<file path="src/rtl/vga_timing_gen.sv">
// vga_timing_gen
// Free-running VGA raster timing generator (640x480@60 Hz by default).
// Produces pixel/line counters, active-high sync pulses, visible-area flag,
// end-of-line / end-of-frame markers and a wrapping completed-frame counter.
// Every output is a flop output, so sync pins and strobes are glitch-free.
//
// Ports:
//   clk      in   1   pixel clock, all state on rising edge
//   reset_n  in   1   asynchronous active-low reset
//   ena      in   1   count enable; when low, all state holds
//   hsync    out  1   active-high horizontal sync
//   vsync    out  1   active-high vertical sync
//   hpos     out  10  current pixel column, 0..H_TOTAL-1
//   vpos     out  10  current line, 0..V_TOTAL-1
//   hmax     out  1   high while hpos == H_TOTAL-1
//   vmax     out  1   high while vpos == V_TOTAL-1
//   visible  out  1   high while hpos < H_VIS and vpos < V_VIS
//   frame    out  8   completed-frame count, wraps mod 256
module vga_timing_gen #(
    parameter int H_VIS  = 640,
    parameter int H_FP   = 16,
    parameter int H_SYNC = 96,
    parameter int H_BP   = 48,
    parameter int V_VIS  = 480,
    parameter int V_FP   = 10,
    parameter int V_SYNC = 2,
    parameter int V_BP   = 33
) (
    input  logic       clk,
    input  logic       reset_n,
    input  logic       ena,
    output logic       hsync,
    output logic       vsync,
    output logic [9:0] hpos,
    output logic [9:0] vpos,
    output logic       hmax,
    output logic       vmax,
    output logic       visible,
    output logic [7:0] frame
);

    localparam int H_TOTAL = H_VIS + H_FP + H_SYNC + H_BP;
    localparam int V_TOTAL = V_VIS + V_FP + V_SYNC + V_BP;

    // Both totals must be representable by the 10-bit position counters.
    if (H_TOTAL > 1024 || V_TOTAL > 1024) begin : g_bad_totals
        $error("vga_timing_gen: H_TOTAL/V_TOTAL must fit in 10 bits");
    end

    localparam logic [9:0] H_LAST = 10'(H_TOTAL - 1);
    localparam logic [9:0] V_LAST = 10'(V_TOTAL - 1);

    // Region bounds held in 11 bits so an end bound of exactly 1024 still compares correctly.
    localparam logic [10:0] H_VIS_END = 11'(H_VIS);
    localparam logic [10:0] HS_START  = 11'(H_VIS + H_FP);
    localparam logic [10:0] HS_END    = 11'(H_VIS + H_FP + H_SYNC);
    localparam logic [10:0] V_VIS_END = 11'(V_VIS);
    localparam logic [10:0] VS_START  = 11'(V_VIS + V_FP);
    localparam logic [10:0] VS_END    = 11'(V_VIS + V_FP + V_SYNC);

    logic [9:0]  h_next;
    logic [9:0]  v_next;
    logic [7:0]  frame_next;
    logic [10:0] h_ext;
    logic [10:0] v_ext;

    // Next-state counters. With ena low the next state equals the current
    // state, so the flags below stay consistent with the frozen position.
    always_comb begin
        h_next     = hpos;
        v_next     = vpos;
        frame_next = frame;
        if (ena) begin
            if (hpos == H_LAST) begin
                h_next = '0;
                if (vpos == V_LAST) begin
                    v_next     = '0;
                    frame_next = frame + 8'd1;
                end else begin
                    v_next = vpos + 10'd1;
                end
            end else begin
                h_next = hpos + 10'd1;
            end
        end
    end

    assign h_ext = {1'b0, h_next};
    assign v_ext = {1'b0, v_next};

    // Flags are decoded from the next-state position and registered, so they
    // line up with hpos/vpos in the same cycle (zero relative skew).
    always_ff @(posedge clk or negedge reset_n) begin
        if (!reset_n) begin
            hpos    <= '0;
            vpos    <= '0;
            frame   <= '0;
            hsync   <= 1'b0;
            vsync   <= 1'b0;
            hmax    <= 1'b0;
            vmax    <= 1'b0;
            visible <= 1'b1;
        end else begin
            hpos    <= h_next;
            vpos    <= v_next;
            frame   <= frame_next;
            hsync   <= (h_ext >= HS_START) && (h_ext < HS_END);
            vsync   <= (v_ext >= VS_START) && (v_ext < VS_END);
            hmax    <= (h_next == H_LAST);
            vmax    <= (v_next == V_LAST);
            visible <= (h_ext < H_VIS_END) && (v_ext < V_VIS_END);
        end
    end

endmodule
</file>
<file path="config.mk">
export PLATFORM = sky130hd
export DESIGN_NAME = vga_timing_gen
export DESIGN_NICKNAME = d
export VERILOG_FILES = /design/src/rtl/vga_timing_gen.sv
export SDC_FILE = /design/constraint.sdc
export NUM_CORES = 1
export LEC_CHECK = 0
export CAP_MARGIN = 20
export CORE_MARGIN = 4
export CORE_UTILIZATION = 45
export CTS_CLUSTER_SIZE = 24
export DETAILED_ROUTE_END_ITERATION = 8
export PLACE_DENSITY = 0.74
export SLEW_MARGIN = 20
export SYNTH_ARGS = -nofsm -noshare
export SYNTH_HDL_FRONTEND = slang
export SYNTH_SLANG_ARGS = --single-unit
</file>
<file path="constraint.sdc">
create_clock -name clk -period 3.2 [get_ports clk]
set_input_delay 0.64 -clock clk [delete_from_list [all_inputs] [get_ports clk]]
set_output_delay 0.64 -clock clk [all_outputs]
set_load 0.02 [all_outputs]
</file>
==> results.json, run 1 <==
{
  "crit_arrival_ns": 3.05,
  "post-route-util_pct": 58.9,
  "viasPerCell": 5.83,
  "cts_max_level": 2,
  "reg2reg_depth": 6,
  "postRouteAntennaNets": 0,
  "place_congestion": 0.851,
  "grt-ovfl-total": 0,
  "hold_viol": 0,
  "synth_commonest_cells": "32 x dfrtp_1, 15 x nand2_1, 12 x nand4_1, 12 x xnor2_1, 10 x nand3_1",
  "yosysTopAreaCell": "dfrtp_1",
  "ios": 36,
  "grt_use_total_pct": 18.5,
  "worst_pin_slew_ns": 0.638,
  "syn_area_sq_um": 1850,
  "maxCapViolCount": 0,
  "startpoint_type": "flip-flop",
  "fin_hold_ws_ns": 0.473,
  "yosysUniqueCellTypes": 51,
  "cts_root_buffer": "clkbuf_8",
  "r2r_end": "visible",
  "clock_sinks": 33,
  "ys_ff_latch": 33,
  "vias": 1621,
  "drt-pass1-iter-count": 4,
  "num_antenna_cells": 0,
  "setup_violations": 0,
  "synth_area_leaders": "dfrtp_1 43%, xnor2_1 5.7%, nand4_1 4.1%",
  "numCtsBuffers": 5,
  "synth_edf_count": 0,
  "fin_worst_skew_ns": 0.00328,
  "placed_cells": 270,
  "finalCritPeriodShare_pct": 89.1,
  "avgSynthCellArea_sq_um": 9.88,
  "numPortBuffers": 35,
  "synth-seq-area-share_pct": 44.8,
  "clk_pin_slew_ns": 0.07,
  "worst_setup_path_end_kind": "flip-flop",
  "fin_tns_setup_ns": 0,
  "grt_max_degree": 34,
  "wirelength_mm": 4.42,
  "synthArstFlopShare_pct": 100,
  "clock_path_buffers": 2,
  "synth_warnings": 0,
  "fillers": 356,
  "hpwlAfterDp_mm": 3.28,
  "grt_pass1_wl_mm": 7.38,
  "fin_cells": 278,
  "rsz0062_at_grt": "false",
  "ir_drop_uv": 260,
  "clkLatencyLatePin_ns": 0.29,
  "crit_path_start": "hpos[0]",
  "post_cts.repair.setup_buffers": 0,
  "period_needed_ns": 2.85,
  "fp.dieH_microns": 72.1,
  "crit_fanout": 7,
  "status": "finished clean",
  "slew_viol_final": 0,
  "drive_above_1_share_pct": 10.5,
  "hold_class": "flip-flop to flip-flop",
  "row_count": 23,
  "rrSetupSlack_ns": 0.35,
  "remaining_drc_errors": 0,
  "crit_end": "visible",
  "cp.required_ns": 3.40,
  "p_leak_nw": 0.948,
  "start_util_pct": 46.5,
  "reg2reg_from": "hpos[0]",
  "grt_pass1_vias": 1537,
  "slew_headroom_pct": 57.1,
  "clock.fmax_mhz": 351,
  "yosysMostFrequentCell": "dfrtp_1",
  "critPathKind": "flip-flop to flip-flop",
  "synth_top_area_share_pct": 43.4,
  "cts_tree": "done",
  "drtIter0Drc": 100,
  "finalPower_mw": 1.23,
  "powerDensity_nw_per_um2": 526,
  "fin_nets": 234,
  "holdBufCountCts": 0,
  "wl_per_cell_microns": 15.9,
  "antenna_found_initial": 0,
  "ctsResizeCount": 0,
  "die_w_microns": 72.1,
  "core-area_sq_um": 3970,
  "synth_nets": 194,
  "syn-instance-count": 187,
  "design.die.area_sq_um": 5190,
  "area_growth_pct": 26.6,
  "ys.flop_type": "dfrtp_1"
}
==> critical path: stages, from the launching register on <==
cell	delay (ns)
dfrtp_1	0.46
ha_1	0.30
or4b_4	0.55
or4_1	0.65
o31a_1	0.34
o21a_2	0.24
a311oi_2	0.23
==> stage by stage <==
stage	setup WS, ns	instance area, sq um
after floorplan	0.357	1850
after global placement	0.392	2250
after detailed placement	0.357	2250
after CTS	0.349	2340
after global routing	0.199	2340
final	0.348	2340
==> sequential cells by signal (all words and copies together), names as in the netlist <==
name / flops
hmax: 1
vsync: 1
vpos: 10
hpos: 10
visible: 1
frame: 8
vmax: 1
hsync: 1
==> routing by layer <==
layer  up-vias  routed length (microns)  global-route usage [%]
li1        780                        -                       -
met1       790                     2000                    24.0
met2        43                     2120                    29.0
met3         8                      217                    5.26
met4         0                       83                    7.52
met5         -                        0                       0
==> cell usage in the layout, fill, tap and decap left out, types with 2 or more instances in the layout <==
cell type,netlist,layout
xor2_1,4,4
o21a_2,2,2
mux2_2,2,2
a311oi_1,2,2
o21ai_0,5,5
or3_1,4,4
nor3_1,7,7
a21oi_1,2,2
nor2_1,8,8
clkinv_2,0,2
and2_1,5,5
ha_1,4,4
xnor2_1,12,12
and3_1,2,2
nor4_1,6,6
inv_1,9,9
nand2b_1,2,2
nand3b_1,2,2
or4_1,2,2
nand4_1,12,12
nand3_1,10,10
clkdlybuf4s50_1,0,35
nand2_1,15,15
o211ai_1,4,4
buf_4,0,5
o31ai_1,2,2
and4_1,2,2
clkbuf_8,0,5
dfrtp_1,32,32
==> power by group <==
part	internal [mW]	leakage [nW]	switching [mW]	total (mW)
sequential	0.462	0.432	0.0810	0.543
combinational	0.179	0.471	0.207	0.385
clock	0.151	0.0450	0.151	0.302
total	0.791	0.948	0.439	1.23
==> layout make-up <==
cell class / count / area [sq um] / share of cell area, %
clock inverters: 2 / 10.0 / 0.428
multi-input cells: 138 / 943 / 40.4
clock buffers: 6 / 72.6 / 3.10
well taps: 50 / 62.6 / 2.68
repair buffers: 40 / 388 / 16.6
inverters: 9 / 33.8 / 1.45
flip-flops and latches: 33 / 827 / 35.4
==> cell families (layout without fill, tap and decap cells) <==
group                    after synthesis  after routing  share of synthesized area, %
AO/OA/AOI/OAI                         31             31                          13.2
flip-flops                            33             33                          44.8
buffers and inverters                 16             57                          4.13
AND/OR/NAND/NOR                       84             84                          25.8
adder cells (fa/ha/maj)                4              4                          2.71
XOR/XNOR                              16             16                          7.59
multiplexers                           3              3                          1.76
==> how the worst min path moves through the flow <==
stage | startpoint | to | slack (ns) | cells after the start
6_report | frame[7] | frame[7] | 0.47 | 1
3_5_place_dp | frame[7] | frame[7] | 0.47 | 1
5_1_grt | frame[7] | frame[7] | 0.49 | 1
2_1_floorplan | reset_n | frame[0] | 0.34 | 0
4_1_cts | frame[7] | frame[7] | 0.48 | 1
3_3_place_gp | frame[7] | frame[7] | 0.46 | 1
Power figures use the tool's default switching activity.
==> inputs of run 2 (changes only) <==
SKIP_CTS_REPAIR_TIMING = 1   (was not set)
==> results of run 2 <==
Same layout as run 1: the final DEF is identical, and so are final timing and power.
==> inputs of run 3 (changes only) <==
ABC_AREA = 1   (was not set)
==> results.json, run 3 <==
{
  "placed_area_sq_um": 2280,
  "clkLatencyLatePin_ns": 0.28,
  "ys.flop_type": "dfrtp_1",
  "powerDensity_nw_per_um2": 642,
  "crit_end": "frame[6]",
  "fin_worst_skew_ns": 0.00491,
  "worst_pin_slew_ns": 0.432,
  "reg_top3": "hpos x10, vpos x10, frame x8",
  "switching_share_pct": 37.0,
  "critPathTopFamily": "simple AND/OR/NAND/NOR gates",
  "viasPerCell": 4.94,
  "hold_viol": 0,
  "synth_warnings": 0,
  "numPortBuffers": 35,
  "reg2reg_depth": 10,
  "crit_fanout": 13,
  "ff_latch_area_sq_um": 827,
  "ir_drop_uv": 223,
  "comb_power_share_pct": 36.0,
  "switchingPower_mw": 0.570,
  "design.die.area_sq_um": 5280,
  "slowest_stage": "clkdlybuf4s50_1",
  "hold_class": "flip-flop to flip-flop",
  "drtIter0Drc": 125,
  "path_depth": 9,
  "finalCritPeriodShare_pct": 75.4,
  "setup_violations": 0,
  "slowest_delay_ns": 0.65,
  "num_antenna_cells": 0,
  "seq_power_share_pct": 38.0,
  "synth_commonest_cells": "60 x nand2_1, 51 x inv_1, 32 x dfrtp_1, 29 x nor2_1, 26 x nand3_1",
  "clock.fmax_mhz": 414,
  "cp_num_buf_inv": 2,
  "critPathKind": "input port to flip-flop",
  "drt-pass1-iter-count": 7,
  "remaining_drc_errors": 0,
  "synthArstFlopShare_pct": 100,
  "antenna_found_initial": 0,
  "crit_arrival_ns": 2.57,
  "maxCapViolCount": 0,
  "rsz0062_at_grt": "false",
  "clkPwrFrac_pct": 26.0,
  "startpoint_type": "input port",
  "syn_area_sq_um": 1880,
  "clk_pin_slew_ns": 0.07,
  "postRouteAntennaNets": 0,
  "slew_headroom_pct": 71.1,
  "multi_input_area_sq_um": 841,
  "worst_setup_path_end_kind": "flip-flop",
  "syn-instance-count": 252,
  "core-area_sq_um": 4030,
  "synth_edf_count": 0,
  "fillers": 383,
  "synth-seq-area-share_pct": 43.9,
  "grt_use_total_pct": 17.3,
  "ys_ff_latch": 33,
  "drive_above_1_share_pct": 8.16,
  "grt_max_degree": 34,
  "synth_top_area_share_pct": 42.6,
  "yosysMostFrequentCell": "nand2_1",
  "wirelength_mm": 4.31,
  "crit_chain": "clkdlybuf4s50_1 -> inv_2 -> nor2_4 -> nand3_2 -> nor2_4 -> nand2_1 -> nor2_1 -> nand4_1 -> xnor2_1",
  "cts_root_buffer": "clkbuf_8",
  "cts_max_level": 2,
  "slew_viol_final": 0,
  "hpwlAfterDp_mm": 3.25,
  "grt-ovfl-total": 0,
  "ios": 36,
  "cp.required_ns": 3.36,
  "avgSynthCellArea_sq_um": 7.47,
  "fin_nets": 300,
  "fin_area_sq_um": 2400,
  "clock_sinks": 33,
  "wl_per_cell_microns": 12.5,
  "period_needed_ns": 2.41,
  "start_util_pct": 46.7,
  "crit_path_start": "ena",
  "rrSetupSlack_ns": 1.17,
  "vias": 1701,
  "synth_area_leaders": "dfrtp_1 43%, nand2_1 12%, inv_1 10%",
  "grt_pass1_vias": 1636,
  "p_int_mw": 0.971,
  "cts_tree": "done",
  "crit_top_cell": "nor2_4",
  "synth_nets": 259,
  "mostFrequentLayoutCells": "60 x nand2_1, 51 x inv_1, 35 x clkdlybuf4s50_1, 32 x dfrtp_1, 29 x nor2_1",
  "fp.dieH_microns": 72.7,
  "numCtsBuffers": 5,
  "area_growth_pct": 27.5,
  "clock_path_buffers": 2,
  "r2r_end": "frame[7]",
  "place_congestion": 0.815,
  "status": "finished clean",
  "p_leak_nw": 1.23,
  "yosysUniqueCellTypes": 22,
  "die_w_microns": 72.7,
  "grt_pass1_wl_mm": 7.22,
  "yosysTopAreaCell": "dfrtp_1",
  "row_count": 23,
  "layout_commonest_cell": "nand2_1",
  "fin_tns_setup_ns": 0,
  "reg2reg_from": "hpos[0]"
}
-- run 3: kinds of logic after synthesis --
| family | Yosys count | synth area share (%) |
|---|---|---|
| AO/OA/AOI/OAI | 8 | 2.46 |
| XOR/XNOR | 9 | 4.19 |
| adder cells (fa/ha/maj) | 4 | 2.66 |
| buffers and inverters | 54 | 11.4 |
| flip-flops | 33 | 43.9 |
| AND/OR/NAND/NOR | 144 | 35.4 |
-- run 3: metal layers --
layer | track usage [%] | part of all wire, % | vias up
li1 | - | - | 855
met1 | 21.6 | 43 | 798
met2 | 30.1 | 51 | 41
met3 | 2.62 | 4.1 | 7
met4 | 6.76 | 1.7 | 0
met5 | 0 | 0 | -
-- run 3: cell type report --
type                       instances  share of cell area (%)
tap                               50                    2.61
clock buffer                       7                    3.60
sequential                        33                    34.5
inverter                          52                    8.13
multi-input combinational        165                    35.0
clock inverter                     1                    1.25
timing repair buffer              36                    14.9
-- run 3: through the flow --
| stage | std cells | power, mW | setup slack [ns] | utilization, % | hold slack [ns] |
|---|---|---|---|---|---|
| finish | 344 | 1.54 | 0.787 | 59.6 | 0.510 |
| global route | 344 | 1.63 | 0.545 | 59.6 | 0.529 |
| CTS | 344 | 1.56 | 0.813 | 59.6 | 0.515 |
| detailed placement | 336 | 1.15 | 0.516 | 56.7 | 0.493 |
| global placement | 336 | 1.14 | 0.580 | 56.7 | 0.482 |
| floorplan | 252 | 0.917 | 1.39 | - | 0.344 |
-- run 3: how the worst min path moves through the flow --
stage | start | end | slack, ns | depth (start not counted)
after floorplan | reset_n | frame[0] | 0.34 | 0
after global placement | frame[7] | frame[7] | 0.48 | 2
after detailed placement | frame[7] | frame[7] | 0.49 | 2
after CTS | frame[7] | frame[7] | 0.51 | 2
after global routing | frame[7] | frame[7] | 0.53 | 2
final | frame[7] | frame[7] | 0.51 | 2
-- run 3: worst min-delay path, delay by kind of cell, from the launching register on --
kind             cells  cell delay, ns
DFF                  1            0.37
and+or+nand+nor      2            0.11
-- run 3: power groups by stage --
stage	clock network (mW)	logic [mW]	registers (mW)
floorplan	0	0.254	0.663
global placement	0	0.555	0.588
detailed placement	0	0.559	0.589
CTS	0.410	0.561	0.585
global route	0.422	0.610	0.599
finish	0.401	0.555	0.586
